$ cat config.mk
export PLATFORM = sky130hd
export DESIGN_NAME = crank_wheel_gen
export DESIGN_NICKNAME = d
export VERILOG_FILES = /design/src/rtl/hwag_wheel_pkg.sv /design/src/rtl/crank_slot_timer.sv /design/src/rtl/crank_wheel_gen.sv
export SDC_FILE = /design/constraint.sdc
export NUM_CORES = 1
export LEC_CHECK = 0
export ABC_AREA = 1
export CORE_MARGIN = 2
export CORE_UTILIZATION = 32
export DETAILED_ROUTE_END_ITERATION = 8
export RECOVER_POWER = 50
export SETUP_SLACK_MARGIN = 0.5
export SYNTH_ARGS = -nofsm -noshare
export SYNTH_HDL_FRONTEND = slang
export SYNTH_HIERARCHICAL = 1
export SYNTH_SLANG_ARGS = --single-unit
$ cat constraint.sdc
create_clock -name clk -period 5.3 [get_ports clk]
set_input_delay 0.795 -clock clk [delete_from_list [all_inputs] [get_ports clk]]
set_output_delay 0.795 -clock clk [all_outputs]
set_load 0.1 [all_outputs]
$ cat src/rtl/hwag_wheel_pkg.sv
// Shared wheel constants, run state encoding and period helper for the crank
// wheel generator and the hwag capture side.
package hwag_wheel_pkg;

    localparam int TICK_W      = 18;
    localparam int TOOTH_W     = 6;
    localparam int PERIOD_W    = 16;
    localparam int DEF_TEETH   = 60;
    localparam int DEF_MISSING = 2;

    typedef enum logic {
        IDLE = 1'b0,
        RUN  = 1'b1
    } wheel_state_t;

    // A period below 2 would leave no low phase before the rising edge.
    function automatic logic [PERIOD_W-1:0] clamp_period(input logic [PERIOD_W-1:0] p);
        return (p < PERIOD_W'(2)) ? PERIOD_W'(2) : p;
    endfunction

endpackage

$ cat src/rtl/crank_slot_timer.sv
// Tooth slot timer: counts ticks within a slot, stretches the gap slot and
// flags the cycle before the rising edge and the last cycle of the slot.
module crank_slot_timer
    import hwag_wheel_pkg::*;
#(
    parameter int MISSING = DEF_MISSING
) (
    input  logic                clk,
    input  logic                rst,
    input  logic                load,
    input  logic                active,
    input  logic                gap,
    input  logic [PERIOD_W-1:0] period,
    output logic                slot_end,
    output logic                rise
);

    logic [PERIOD_W-1:0] period_q;
    logic [TICK_W-1:0]   tick;
    logic [TICK_W-1:0]   p_ext;
    logic [TICK_W-1:0]   slot_len;
    logic [TICK_W-1:0]   rise_pt;

    // 18-bit arithmetic keeps (MISSING+1)*65535 from truncating.
    assign p_ext    = TICK_W'(period_q);
    assign slot_len = gap ? p_ext * TICK_W'(MISSING + 1) : p_ext;
    assign rise_pt  = slot_len - p_ext + (p_ext >> 1);

    assign slot_end = active && (tick == slot_len - TICK_W'(1));
    assign rise     = active && (tick == rise_pt - TICK_W'(1));

    always_ff @(posedge clk or posedge rst) begin
        if (rst) begin
            tick     <= '0;
            period_q <= PERIOD_W'(2);
        end else if (load) begin
            tick     <= '0;
            period_q <= clamp_period(period);
        end else if (active) begin
            if (slot_end) begin
                tick     <= '0;
                period_q <= clamp_period(period);
            end else begin
                tick <= tick + TICK_W'(1);
            end
        end else begin
            tick <= '0;
        end
    end

endmodule

$ cat src/rtl/crank_wheel_gen.sv
// 60-2 style crank/cam trigger-wheel generator: tooth train with a missing
// tooth gap, cam phase on alternate revolutions and a revolution strobe.
module crank_wheel_gen
    import hwag_wheel_pkg::*;
#(
    parameter int TEETH         = DEF_TEETH,
    parameter int MISSING       = DEF_MISSING,
    parameter int START_TOOTH   = 45,
    parameter int PHASE_TOOTH   = 30,
    parameter int CAM_ON_TOOTH  = 4,
    parameter int CAM_OFF_TOOTH = 54
) (
    input  logic        clk,
    input  logic        rst,
    input  logic        en,
    input  logic [15:0] period,
    output logic        cap_out,
    output logic        cam_out,
    output logic [5:0]  tooth_num,
    output logic        gap_slot,
    output logic        rev_strobe
);

    localparam int                 N         = TEETH - MISSING;
    localparam logic [TOOTH_W-1:0] LAST      = TOOTH_W'(N - 1);
    localparam logic [TOOTH_W-1:0] START     = TOOTH_W'(START_TOOTH);
    localparam logic [TOOTH_W-1:0] PHASE_T   = TOOTH_W'(PHASE_TOOTH);
    localparam logic [TOOTH_W-1:0] CAM_ON_T  = TOOTH_W'(CAM_ON_TOOTH);
    localparam logic [TOOTH_W-1:0] CAM_OFF_T = TOOTH_W'(CAM_OFF_TOOTH);
    localparam logic               START_GAP = (START == LAST);

    wheel_state_t       state;
    wheel_state_t       state_next;
    logic               load;
    logic               active;
    logic               slot_end;
    logic               rise;
    logic               phase;
    logic [TOOTH_W-1:0] tooth_next;

    assign load       = (state == IDLE) && en;
    assign active     = (state == RUN) && en;
    assign tooth_next = (tooth_num == LAST) ? '0 : tooth_num + TOOTH_W'(1);

    crank_slot_timer #(
        .MISSING (MISSING)
    ) u_timer (
        .clk      (clk),
        .rst      (rst),
        .load     (load),
        .active   (active),
        .gap      (gap_slot),
        .period   (period),
        .slot_end (slot_end),
        .rise     (rise)
    );

    always_ff @(posedge clk or posedge rst) begin
        if (rst) state <= IDLE;
        else     state <= state_next;
    end

    always_comb begin
        state_next = state;
        case (state)
            IDLE:    if (en)  state_next = RUN;
            RUN:     if (!en) state_next = IDLE;
            default: state_next = IDLE;
        endcase
    end

    // Dropping en wins over a coinciding slot boundary: no advance, no strobe.
    always_ff @(posedge clk or posedge rst) begin
        if (rst) begin
            cap_out    <= 1'b0;
            cam_out    <= 1'b1;
            phase      <= 1'b0;
            tooth_num  <= START;
            gap_slot   <= 1'b0;
            rev_strobe <= 1'b0;
        end else begin
            rev_strobe <= 1'b0;
            if (!active) begin
                cap_out   <= 1'b0;
                tooth_num <= START;
                gap_slot  <= START_GAP;
            end else if (slot_end) begin
                cap_out    <= 1'b0;
                tooth_num  <= tooth_next;
                gap_slot   <= (tooth_next == LAST);
                rev_strobe <= (tooth_num == LAST);
                // Cam decisions use the phase value held before any toggle.
                if (tooth_next == PHASE_T)
                    phase <= ~phase;
                if (phase && (tooth_next == CAM_OFF_T))
                    cam_out <= 1'b0;
                if (phase && (tooth_next == CAM_ON_T))
                    cam_out <= 1'b1;
            end else if (rise) begin
                cap_out <= 1'b1;
            end
        end
    end

endmodule

* Yosys cells after proc, flatten, opt, wreduce, memory -nomap -nowiden
Cells that the tools add are included.
** Word-level totals
- Register bits after elaboration :: 46
- Word-level logic and storage cells :: 61
** Operators by class
- $add $sub $neg :: 6
- Multipliers :: 1
- $lt $le $gt $ge :: 1
- Equal/unequal tests :: 9
- Multiplexer cells :: 21
- Bitwise operators :: 2
- Reductions and logical operators :: 12
** Operators with widths (count)
- 18-bit 2-to-1 mux :: 4
- 16-bit 2-to-1 mux :: 4
- 18-bit equality test :: 2
- 18-bit by 1-bit subtractor with 18-bit output (second input constant) :: 2
- 18-bit by 1-bit adder with 18-bit output (second input constant) :: 1
- 18-bit by 15-bit adder with 18-bit output :: 1
- 6-bit equality test (second input constant) :: 3
- 16-bit by 2-bit multiplier with 18-bit output (second input constant) :: 1
- 6-bit 2-to-1 mux :: 3
- 18-bit by 16-bit subtractor with 18-bit output :: 1
- 16-bit by 2-bit less-than comparator with 1-bit output (second input constant) :: 1
- 1-bit 2-to-1 mux :: 10
- 6-bit by 1-bit adder with 6-bit output (second input constant) :: 1
- 6-bit by 3-bit equality test with 1-bit output (second input constant) :: 1
- 6-bit by 5-bit equality test with 1-bit output (second input constant) :: 1
- 1-bit logical AND :: 6
- 3-bit AND reduction :: 2
- 2-bit nonzero test :: 3
- 3-bit != test (second input constant) :: 1
- 2-bit != test (second input constant) :: 1
- 1-bit inverter :: 2
- 2-bit AND reduction :: 1

* Depth between registers and ports, before layout
- Depth in word-level cells :: 10
- Gate-level depth with buffers :: 31

* Hierarchy
The synthesis kept the hierarchy.
** Modules (own cells, without submodules)
- crank_slot_timer :: times used 1, cells each 865, area an instance 5375.2 µm², seq. area each 852.1 µm²
- crank_wheel_gen :: times used 1, cells each 94, area an instance 739.5 µm², seq. area each 306.5 µm²

* Worst setup path after synthesis
Ideal clock, no wire load.
- Path type :: register to register
- Start :: register u_timer.period_q[1]
- End :: register cap_out
- Arrival time :: 3993 ps
- Slack :: 1235 ps
- Stages on the path, launching flop included :: 28
- Path buffers :: 0
- Cell sequence :: dfstp_2 -> ha_1 -> inv_1 -> fa_1 -> inv_1 -> nand2_1 -> nand2_2 -> nand3_1 -> nand2_2 -> nand2_1 -> nand3_2 -> nand2_2 -> fa_1 -> inv_1 -> ha_1 -> nand2_1 -> o21a_1 -> nand2_1 -> a21boi_0 -> o21ai_0 -> nand2_1 -> nand2_1 -> xnor3_1 -> inv_1 -> nand4_1 -> nor2_1 -> nor2_1 -> nor2_1
** Between the ends
- Word-level cells in the longest chain between the ends :: 8
** RTL lines
- from (decl) :: RTL line crank_slot_timer.sv:18 : logic [PERIOD_W-1:0] period_q;
- from (signal assigned) :: RTL line crank_slot_timer.sv:38 : period_q <= clamp_period(period);
- from (signal assigned) :: RTL line crank_slot_timer.sv:42 : period_q <= clamp_period(period);
- 16-bit by 2-bit multiplier with 18-bit output :: RTL line crank_slot_timer.sv:26 : assign slot_len = gap ? p_ext * TICK_W'(MISSING + 1) : p_ext;
- 18-bit 2-to-1 mux :: RTL line crank_slot_timer.sv:26
- 18-bit by 16-bit subtractor with 18-bit output :: RTL line crank_slot_timer.sv:27 : assign rise_pt = slot_len - p_ext + (p_ext >> 1);
- 18-bit by 15-bit adder with 18-bit output (*) :: RTL line crank_slot_timer.sv:27
- 18-bit by 1-bit subtractor with 18-bit output (*) :: RTL line crank_slot_timer.sv:30 : assign rise = active && (tick == rise_pt - TICK_W'(1));
- 18-bit equality test (*) :: RTL line crank_slot_timer.sv:30
- 1-bit logical AND (*) :: RTL line crank_slot_timer.sv:30
- via rise :: RTL line crank_wheel_gen.sv:37 : logic rise;
- 3-bit != test (no source line) (*)
- to (signal assigned) :: RTL line crank_wheel_gen.sv:75 : cap_out <= 1'b0;
- to (signal assigned) :: RTL line crank_wheel_gen.sv:84 : cap_out <= 1'b0;
- to (signal assigned) :: RTL line crank_wheel_gen.sv:88 : cap_out <= 1'b0;
- to (decl) :: RTL line crank_wheel_gen.sv:17 : output logic cap_out,
Mark *: on every way through the listed nets, which the timed path passes. The rest lies on a longest branch.
A chain may end at the register's enable or synchronous reset.

* Worst setup path in the final report
Same ends and word-level chain as after synthesis.

==> metrics.md <==
| Metric | Value |
|---|---|
| RSZ-0062 raised after global routing | false |
| Worst path required time | roughly 5500 ps |
| Core Region | 18700 µm² |
| Status | finished, violations left |
| CTS Sinks | 46 |
| Routed len/inst | 13.2 µm |
| Residual DRC count | 0 |
| Syn Nets | 1045 |
| Ant diodes | 0 |
| I/O Pins | 29 |
| Max-slew violations | 35 |
| Clock slew at reported path FFs | approximately 70 ps |
| Top_reg_cell synth | dfrtp_1 |
| Synth top area share | a little under a fifth |
| Final Hold Fails | 0 |
| Leak pwr | 3.60 nW |
| Commonest cells post-synth | nand2_1, inv_1, nand3_1, nor2_1, ha_1 |
| Worst Hold Class | reg -> reg |
| Sequential fraction of the synthesis area | 18.9% |
| Synthesis Warnings | 6 |
| RD Place Congestion | 0.904 |
| Max Clock Skew | a little over 6 ps |
| Fin util | 37.3% |
| Unique masters post-synth | 43 |
| Detailed-route via count | just under 6000 |
| Post-CTS Hold Fix Bufs | 0 |
| R2R Path End | cap_out |
| CTS Buf Count | 5 |
| Post-Syn Instances | around 960 |
| Routed Antenna Nets | 0 |
| H-Tree Level Count | 2 |
| Drt via density | 4.83 |
| Area leader, netlist | nand2_1 |
| Reg2Reg Depth | 26 |
| Syn_area_per_cell | between 6 and 7 µm² |
| Synthesized cell area | 6110 µm² |
| Root buffer cell | clkbuf_16 |
| CP endpoint | cap_out |
| Most common cell in the synthesized netlist | nand2_1 |
| Post-synth EDFFs | 0 |
| Setup_tns | 0 ps |
| Failing checks | max-capacitance violations, max-slew violations |
| Final HPWL DP | around 13000 µm |
| FILL cells | 1999 |
| R2r setup slk | 760 ps |
| Critical Path AT | ~4800 ps |
| Nets | about 1100 |
| P&R area growth vs syn | 14.1% |
| Max-cap violations | 1 |
| Die Height | 142 µm |
| FMAX | 220 MHz |
| Core Rows | 50 |
| Die Span X | between 100 and 150 µm |
| CP Capture Type | flop |
| Initial antenna violation count | 0 |
| Die area | 20200 µm² |
| CTS tree | built |
| Maximum vdd drop | 0.000129 V |
| Startpoint Class | flop |
| Tcrit/Tclk final | 85.7% |
| Largest net degree at the start of global routing | 35 |
| Vias in the first global route | 5587 |
| Share of layout cells above drive strength 1 | ~11% |
| Crit-path max FO | 5 |
| Async set or reset register ratio after synthesis | 100% |
| Ranking of synthesized cells by area | nand2_1, dfrtp_1, ha_1, nand3_1, inv_1 |
| Rel. slew slack | -34.2% |
| Worst-Skew Late Latency | ~300 ps |
| Clock Path Buffers | 2 |
| I/O Buffers | 28 |
| Placed Area | 6650 µm² |
| Initial core utilization | about a third |
| Fin crit period | 4540 ps |
| Drt pass-1 iters | 5 |
| Total grt overflow | 0 |
| Min Hold Slack | 490 ps |
| Final instance area | 6980 µm² |
| Seq cells post-synth | 46 |
| GRT Util Overall | 16.6% |
| Power Total | 1.90 mW |
| Worst Setup SP | u_timer/period_q[1] |
| Worst-Margin Slew | 2010 ps |
| Setup Viol. Count Final | 0 |
| First-pass GRT wire length | ~27000 µm |
| RR Startpoint | u_timer/period_q[1] |
| Setup CP Type | reg -> reg |
| Initial DRC Count | 261 |
| Final wirelength | 16300 µm |
| Cell area power density | approximately 270 nW/µm² |
[cells in the final DEF, fill, tap and decap left out, types with 4 or more instances in the layout]
cell | netlist | final
nand2_1 | 299 | 294
inv_1 | 145 | 144
nand3_1 | 115 | 112
nor2_1 | 87 | 86
ha_1 | 51 | 48
dfrtp_1 | 40 | 34
xor2_1 | 28 | 28
nand2_2 | 22 | 26
clkdlybuf4s50_1 | 0 | 22
a21oi_1 | 23 | 20
fa_1 | 16 | 15
nand4_1 | 14 | 14
nor2_2 | 11 | 11
buf_4 | 1 | 11
nand3_2 | 8 | 10
o21ai_0 | 11 | 9
xnor2_1 | 9 | 9
nor3_1 | 8 | 7
nor2_4 | 5 | 6
inv_2 | 6 | 6
dfstp_2 | 6 | 6
dlygate4sd3_1 | 0 | 6
dfrtp_2 | 0 | 6
o21a_1 | 5 | 5
clkbuf_16 | 0 | 5
a21oi_2 | 2 | 5
nor4_1 | 5 | 5
nand3_4 | 3 | 4
a21o_1 | 4 | 4
[per-stage QoR]
stage / setup WS, ps / instances
floorplan: 1230 / 959
finish: 759 / 1230
CTS: 619 / 1224
detailed placement: 669 / 1216
global placement: 692 / 1216
global route: 488 / 1230
[per-layer routing]
metal / part of all wire [%] / GRT usage (%) / vias to the layer above / routed length, µm
li1: - / - / 3093 / -
met1: 50 / 23.3 / 2706 / 8060
met2: 45 / 27.4 / 134 / 7380
met3: 3.7 / 1.41 / 12 / 595
met4: 1.5 / 4.16 / 0 / 239
met5: 0 / 0 / - / 0
[critical path, stage by stage, from the launching register on]
cell,delay (ps)
dfstp_2,620
clkinvlp_4,170
fa_2,410
inv_1,80
nand2_1,80
nand2_2,120
nand3_2,110
nand2_2,130
nand2_1,70
nand3_2,100
nand2_2,110
fa_1,510
inv_1,70
ha_4,290
nand2_1,70
o21a_1,200
nand2_2,100
a21boi_0,140
o21ai_1,250
nand2_1,90
nand2_1,70
xnor3_1,210
inv_1,60
nand4_1,110
nor2_1,150
nor2_1,60
nor2_1,90
[sequential cells by signal, indices dropped and copies added (netlist names)]
name / flops
u_timer/tick: 18
u_timer/period_q: 16
tooth_num: 6
cam_out: 1
cap_out: 1
gap_slot: 1
phase: 1
rev_strobe: 1
state: 1
[what timing repair did]
action | 4_1_cts | 5_1_grt
gates resized for setup | 0 | 31
endpoints found under the setup margin | 0 | 1
setup buffers | 0 | 6
endpoints found under the hold margin | 0 | 0
[worst min-delay path by stage]
stage	endpoint	slack (ps)	cells after the start	from
2_1_floorplan	u_timer/tick[0]	450	1	u_timer/tick[0]
3_3_place_gp	cam_out	480	2	cam_out
3_5_place_dp	cam_out	490	2	cam_out
4_1_cts	cam_out	500	2	cam_out
5_1_grt	cam_out	510	2	cam_out
6_report	cam_out	490	2	cam_out
[area by class of cell]
type,count,area [µm²],area share (%)
Clock buffer,5,125,1.79
Clock inverter,3,43.8,0.627
Inverter,154,582,8.34
Multi-Input combinational cell,748,4400,63.1
Sequential cell,46,1170,16.7
Tap cell,234,293,4.20
Timing Repair Buffer,40,367,5.25
[power breakdown]
part	leakage (nW)	switching, mW	internal [mW]
Combinational	2.93	0.683	0.437
Sequential	0.588	0.0341	0.369
Clock	0.0842	0.152	0.224
[cell families after synthesis]
family / after synthesis / synth area share (%)
adder cells (fa/ha/maj): 67 / 15.7
buffers and inverters: 165 / 10.8
flip-flops: 46 / 18.9
AO/OA/AOI/OAI: 57 / 5.57
XOR/XNOR: 38 / 5.67
AND/OR/NAND/NOR: 586 / 43.3
No activity file was read; power rests on OpenSTA's default activity.
